**config.mk**
```make
export PLATFORM = sky130hd
export DESIGN_NAME = btn_conditioner
export DESIGN_NICKNAME = d
export VERILOG_FILES = /design/src/rtl/btn_conditioner.sv
export SDC_FILE = /design/constraint.sdc
export NUM_CORES = 1
export LEC_CHECK = 0
export CAP_MARGIN = 40
export CORE_UTILIZATION = 55
export DETAILED_ROUTE_END_ITERATION = 6
export PLACE_DENSITY = 0.82
export SYNTH_ARGS = -nofsm -noshare
export SYNTH_HDL_FRONTEND = slang
export SYNTH_SLANG_ARGS = --single-unit
```
**constraint.sdc**
```tcl
create_clock -name clk -period 3 [get_ports clk]
set_clock_uncertainty 0.2 [all_clocks]
set_input_delay 0.6 -clock clk [delete_from_list [all_inputs] [get_ports clk]]
set_output_delay 0.6 -clock clk [all_outputs]
set_load 0.02 [all_outputs]
```
**src/rtl/btn_conditioner.sv**
```systemverilog
// Push-button conditioner: synchronizes a raw pin, debounces it and emits
// press / release / long-press pulses plus a wrapping press counter.
`timescale 1ns/1ps
module btn_conditioner #(
  parameter int SYNC_STAGES       = 2,
  parameter int DEBOUNCE_CYCLES   = 120000,
  parameter int LONG_PRESS_CYCLES = 6000000,
  parameter int ACTIVE_HIGH       = 1
) (
  input  logic       clk,
  input  logic       rst_n,
  input  logic       btn_in,
  output logic       btn_level,
  output logic       press_pulse,
  output logic       release_pulse,
  output logic       long_press_pulse,
  output logic [7:0] press_count
);

  localparam int DB_W   = (DEBOUNCE_CYCLES > 1) ? $clog2(DEBOUNCE_CYCLES) : 1;
  localparam int HOLD_W = (LONG_PRESS_CYCLES > 1) ? $clog2(LONG_PRESS_CYCLES) : 1;
  localparam logic [DB_W-1:0]   DB_LAST   = DB_W'(DEBOUNCE_CYCLES - 1);
  localparam logic [HOLD_W-1:0] HOLD_LAST = HOLD_W'(LONG_PRESS_CYCLES - 1);

  typedef enum logic [1:0] {
    RELEASED   = 2'd0,
    DB_PRESS   = 2'd1,
    PRESSED    = 2'd2,
    DB_RELEASE = 2'd3
  } state_t;

  logic                   btn_pol;
  logic [SYNC_STAGES-1:0] sync_reg;
  logic                   s;
  state_t                 state_reg;
  logic [DB_W-1:0]        db_cnt_reg;
  logic [HOLD_W-1:0]      hold_cnt_reg;
  logic                   long_done_reg;

  // Polarity is fixed before the first flop so reset means "not pressed".
  assign btn_pol = (ACTIVE_HIGH != 0) ? btn_in : ~btn_in;
  assign s       = sync_reg[SYNC_STAGES-1];

  always_ff @(posedge clk or negedge rst_n) begin
    if (!rst_n) begin
      sync_reg <= '0;
    end else begin
      sync_reg <= {sync_reg[SYNC_STAGES-2:0], btn_pol};
    end
  end

  always_ff @(posedge clk or negedge rst_n) begin
    if (!rst_n) begin
      state_reg        <= RELEASED;
      db_cnt_reg       <= '0;
      hold_cnt_reg     <= '0;
      long_done_reg    <= 1'b0;
      btn_level        <= 1'b0;
      press_pulse      <= 1'b0;
      release_pulse    <= 1'b0;
      long_press_pulse <= 1'b0;
      press_count      <= 8'd0;
    end else begin
      press_pulse      <= 1'b0;
      release_pulse    <= 1'b0;
      long_press_pulse <= 1'b0;
      case (state_reg)
        RELEASED: begin
          if (s) begin
            state_reg  <= DB_PRESS;
            db_cnt_reg <= '0;
          end
        end
        DB_PRESS: begin
          if (!s) begin
            state_reg <= RELEASED;
          end else if (db_cnt_reg == DB_LAST) begin
            state_reg     <= PRESSED;
            btn_level     <= 1'b1;
            press_pulse   <= 1'b1;
            press_count   <= press_count + 8'd1;
            hold_cnt_reg  <= '0;
            long_done_reg <= 1'b0;
          end else begin
            db_cnt_reg <= db_cnt_reg + 1'b1;
          end
        end
        PRESSED: begin
          if (!s) begin
            state_reg  <= DB_RELEASE;
            db_cnt_reg <= '0;
          end else if (!long_done_reg) begin
            // Hold counter freezes once the long pulse has fired.
            if (hold_cnt_reg == HOLD_LAST) begin
              long_press_pulse <= 1'b1;
              long_done_reg    <= 1'b1;
            end else begin
              hold_cnt_reg <= hold_cnt_reg + 1'b1;
            end
          end
        end
        DB_RELEASE: begin
          // A bounce back to pressed resumes the paused hold count.
          if (s) begin
            state_reg <= PRESSED;
          end else if (db_cnt_reg == DB_LAST) begin
            state_reg     <= RELEASED;
            btn_level     <= 1'b0;
            release_pulse <= 1'b1;
          end else begin
            db_cnt_reg <= db_cnt_reg + 1'b1;
          end
        end
        default: state_reg <= RELEASED;
      endcase
    end
  end

endmodule

```
Yosys cells after proc, flatten, opt, wreduce, memory -nomap -nowiden
Cells that the tools add are included.
{"block": "totals", "ff_bits": 57, "out_inout_bits": 12, "wordCells": 75}
{"block": "op_classes", "n_addsub": 3, "eq_ne": 16, "n_mux": 37, "n_reduce_logical": 9}
{"op": "$mux 23", "n": 5}
{"op": "$mux 17", "n": 5}
{"op": "$pmux 17 s4", "n": 1}
{"op": "$pmux 23 s2", "n": 1}
{"op": "$add 23x1->23 const B", "n": 1}
{"op": "$eq 23x23->1 const B", "n": 1}
{"op": "$ne 2x2->1 const B", "n": 9}
{"op": "$add 17x1->17 const B", "n": 1}
{"op": "$eq 17x17->1 const B", "n": 1}
{"op": "$mux 1", "n": 16}
{"op": "$mux 2", "n": 6}
{"op": "$reduce_and 4->1", "n": 3}
{"op": "$add 8x1->8 const B", "n": 1}
{"op": "$pmux 2 s4", "n": 1}
{"op": "$ne 3x3->1 const B", "n": 2}
{"op": "$reduce_and 6->1", "n": 1}
{"op": "$reduce_and 5->1", "n": 1}
{"op": "$eq 2x2->1 const B", "n": 2}
{"op": "$pmux 1 s2", "n": 2}
{"op": "$reduce_bool 2->1", "n": 2}
{"op": "$reduce_and 3->1", "n": 1}
{"op": "$eq 2x1->1 const B", "n": 1}
{"op": "$logic_not 2->1", "n": 1}

Logic depth before layout (Yosys ltp)
Gate-level depths: netlist of the first run.
{"block": "depth", "word_depth": 5, "depth_mapped": 10}

Worst setup path after synthesis of the first run
Ideal clock, no wire load.
{"block": "synth_timing", "path_kind": "flip-flop to flip-flop", "startpoint": "register db_cnt_reg[1]", "endpoint": "register hold_cnt_reg[4]", "setup_ps": 126, "t_arrival_ps": 2334, "t_required_ps": 2674, "setup_slack_ps": 340, "stages_incl_launch_ff": 11, "period_less_slack_ps": 2660, "cell_sequence": "dfrtp_1 ha_1 nand3_2 or3_1 buf_6 or4_4 buf_6 clkinv_8 a21oi_2 buf_6 a221o_1"}
{"block": "synth_between", "elab_chain_cells": 3}
{"item": "start: declaration", "line": "36", "source": "logic [DB_W-1:0] db_cnt_reg;"}
{"item": "start signal: assignment", "line": "85", "source": "db_cnt_reg <= db_cnt_reg + 1'b1;"}
{"item": "start signal: assignment", "line": "111", "source": "db_cnt_reg <= db_cnt_reg + 1'b1;"}
{"item": "$eq 17x17->1", "line": "77", "source": "end else if (db_cnt_reg == DB_LAST) begin"}
{"item": "$ne 2x2->1 (no line)"}
{"item": "$reduce_and 6->1 (no line)"}
{"item": "end signal: assignment", "line": "98", "source": "hold_cnt_reg <= hold_cnt_reg + 1'b1;"}
{"item": "end: declaration", "line": "37", "source": "logic [HOLD_W-1:0] hold_cnt_reg;"}
Every way passes these cells.
A chain may end at the register's enable or synchronous reset.

Worst setup path after layout of the first run
{"block": "layout_timing", "startpoint": "register db_cnt_reg[1]", "endpoint": "register hold_cnt_reg[3]"}
The elaborated chain is that of the path after synthesis.

==> out/results.ini, run 1 <==
[sta]
fin_ws_ps=243
setup_tns_ps=0
min_period_ps=2760
period_share=0.919
hold_viol=0
max-slew-margin-rel=0.382
maxSlewViolCount=0
setup_violations=0
max_freq_mhz=363
rsz0062_at_grt=false
tightest_slew_ps=921

[global_routing]
overflow=0
grt_max_degree=31
antenna_found_initial=0
grt_pass1_vias=2677
grtUsageTotal=0.263
grt_pass1_wl_um=12500

[setup_path]
critPathBufInv=1
crit_arrival_ps=2780
critical_path.max_stage_delay_ps=650
required_ps=3020
cp-start-kind=flop
end_kind=flop
regToRegStartpoint=db_cnt_reg[1]$_DFFE_PN0P_
crit_slowest_cell=or4_4
critPathMaxFanout=11
cp_top_family=simple AND/OR/NAND/NOR gates
crit_type=flop to flop
crit_chain=ha_1 > nand3_2 > or3_1 > or4_4 > clkinv_8 > a21oi_2 > a221o_1
critPathLaunch=db_cnt_reg[1]$_DFFE_PN0P_

[route]
vias_per_cell=6.52
drt-total-wl_um=7150
route.detailed.drc=0
drt-pass1-iter-count=7
wl_per_cell_um=16.3
num_vias=2861
drtIter0Drc=328
drtAntennaViolNets=0

[yosys]
ys_warn_count=0
synth.most_common_cell=dfrtp_1
synth_area_leaders=dfrtp_1 (44%), a31oi_1 (4.5%), nand2_1 (4.0%)
synth_area_um2=3210
synth_edf_count=0
synth_flop_cell=dfrtp_1
ys_ff_latch=57
async_flop_share=1.00
synth_top_area_share=0.444
avgSynthCellArea_um2=9.05
synth_common_cells=dfrtp_1 (57), nand2_1 (34), o21ai_0 (25), a31oi_1 (23)
synth_cell_types=47
synth_top_area_cell=dfrtp_1
syn_inst=355
yosysSeqAreaShare=0.444
syn-num-nets=361

[hold_path]
hp-class=input port to asynchronous set/reset pin

[power]
power.density_nw_per_um2=454
irDropWorstVdd_mv=0.250
p_leak_uw=0.00149

[clocking]
postCtsSetupBuffers=0
clk_pin_slew_ps=60
cts_tree=done
hold_buffers=0
clockBufferDepth=2
clk_latency_ps=350
cts_buffers=9
ctsResizeCount=0
cts_root_buf=clkbuf_8
htreeDepth=3
cts_num_sinks=57

[final_layout]
syn2layout_area_growth_pct=12.5
nFillCells=454
multiInputGateArea_um2=1610
nets=369
seq_area_um2=1430
largest_reg_flops=23
final_cell_area_um2=3610
drive_gt1_frac=0.0954
antennaDiodeCount=0

[placement]
io_buffers=14
dp_slack_ps=259
dpl.hpwl_um=4870
place_area_um2=3400
place_congestion=0.865

[flow_run]
maxCapViolCount=0

[run_status]
status=completed

[floorplan]
io-pin-count=15
die_area_um2=6150
initial_core_util=0.576
core_area_um2=5570
die_h_um=78.4
die-width_um=78.4
row_count=27

## cell type report
class                      instances  share of cell area
clock buffer                      12              0.0402
clock inverter                     3              0.0180
inverter                          13              0.0170
multi-input combinational        259               0.445
sequential                        57               0.395
tap                               72              0.0249
timing repair buffer              23              0.0596
## metrics by stage
stage | util | power, uW | std cells | hold slack [ps]
detailed placement | 0.610 | 877 | 424 | 140
CTS | 0.648 | 1650 | 439 | 113
global placement | 0.610 | 874 | 424 | 136
finish | 0.648 | 1640 | 439 | 80.5
global route | 0.648 | 1700 | 439 | 138
floorplan | - | 844 | 355 | 104
## worst paths after layout
path,end,slack [ps],cells after the start
worst max-delay path,hold_cnt_reg[3]$_DFFE_PN0P_,240,7
worst min-delay path,hold_cnt_reg[19]$_DFFE_PN0P_,80,1
worst max register to register,hold_cnt_reg[3]$_DFFE_PN0P_,240,7
worst min register to register,sync_reg[1]$_DFF_PN0_,150,0
max in group asynchronous,db_cnt_reg[0]$_DFFE_PN0P_,1930,2
min in group clk,sync_reg[1]$_DFF_PN0_,150,0
## worst register-to-register path: stages, from the launching register on
cell      delay, ps
dfrtp_1         390
ha_1            210
nand3_2         110
or3_1           500
or4_4           650
clkinv_8         80
a21oi_2          90
a221o_1         390
## layer usage
layer	up-vias	GRT usage	share of wire	wire length [um]
li1	1346	-	-	-
met1	1402	0.368	0.47	3330
met2	105	0.393	0.46	3300
met3	8	0.0698	0.062	444
met4	0	0.0926	0.010	73
met5	-	0	0	0
## logic make-up (layout without fill, tap and decap cells)
logic type / after synthesis / after routing / share of synthesized area
flip-flops: 57 / 57 / 0.444
AND/OR/NAND/NOR: 145 / 145 / 0.241
buffers and inverters: 39 / 51 / 0.0569
XOR/XNOR: 9 / 9 / 0.0245
multiplexers: 11 / 11 / 0.0355
adder cells (fa/ha/maj): 3 / 3 / 0.0117
AO/OA/AOI/OAI: 91 / 91 / 0.187
## report_power, final
group | switching, uW | internal (uW) | total (uW) | leakage (uW)
logic | 39.5 | 21.1 | 60.6 | 0.000592
clock network | 290 | 485 | 774 | 0.000106
registers | 21.9 | 782 | 804 | 0.000787
total | 351 | 1290 | 1640 | 0.00149
## cell usage in the layout, fill, tap and decap left out, types with 9 or more instances in the layout
cell type        instances
dfrtp_1                 57
nand2_1                 34
o21ai_0                 25
a31oi_1                 23
nor2_1                  22
nand4_1                 19
clkdlybuf4s50_1         13
inv_1                   12
nand3_1                 12
o31ai_1                 10
clkbuf_8                10
nor4_1                   9
Note: power is estimated with default switching activity, not from simulation.
==> inputs of run 2 (changes only) <==
--- a/constraint.sdc
+++ b/constraint.sdc
@@ -4,2 +4,2 @@
 set_output_delay 0.6 -clock clk [all_outputs]
-set_load 0.02 [all_outputs]
+set_load 0.01 [all_outputs]
==> results of run 2 <==
Same layout as run 1: the final DEF is identical, and so are final timing and power.
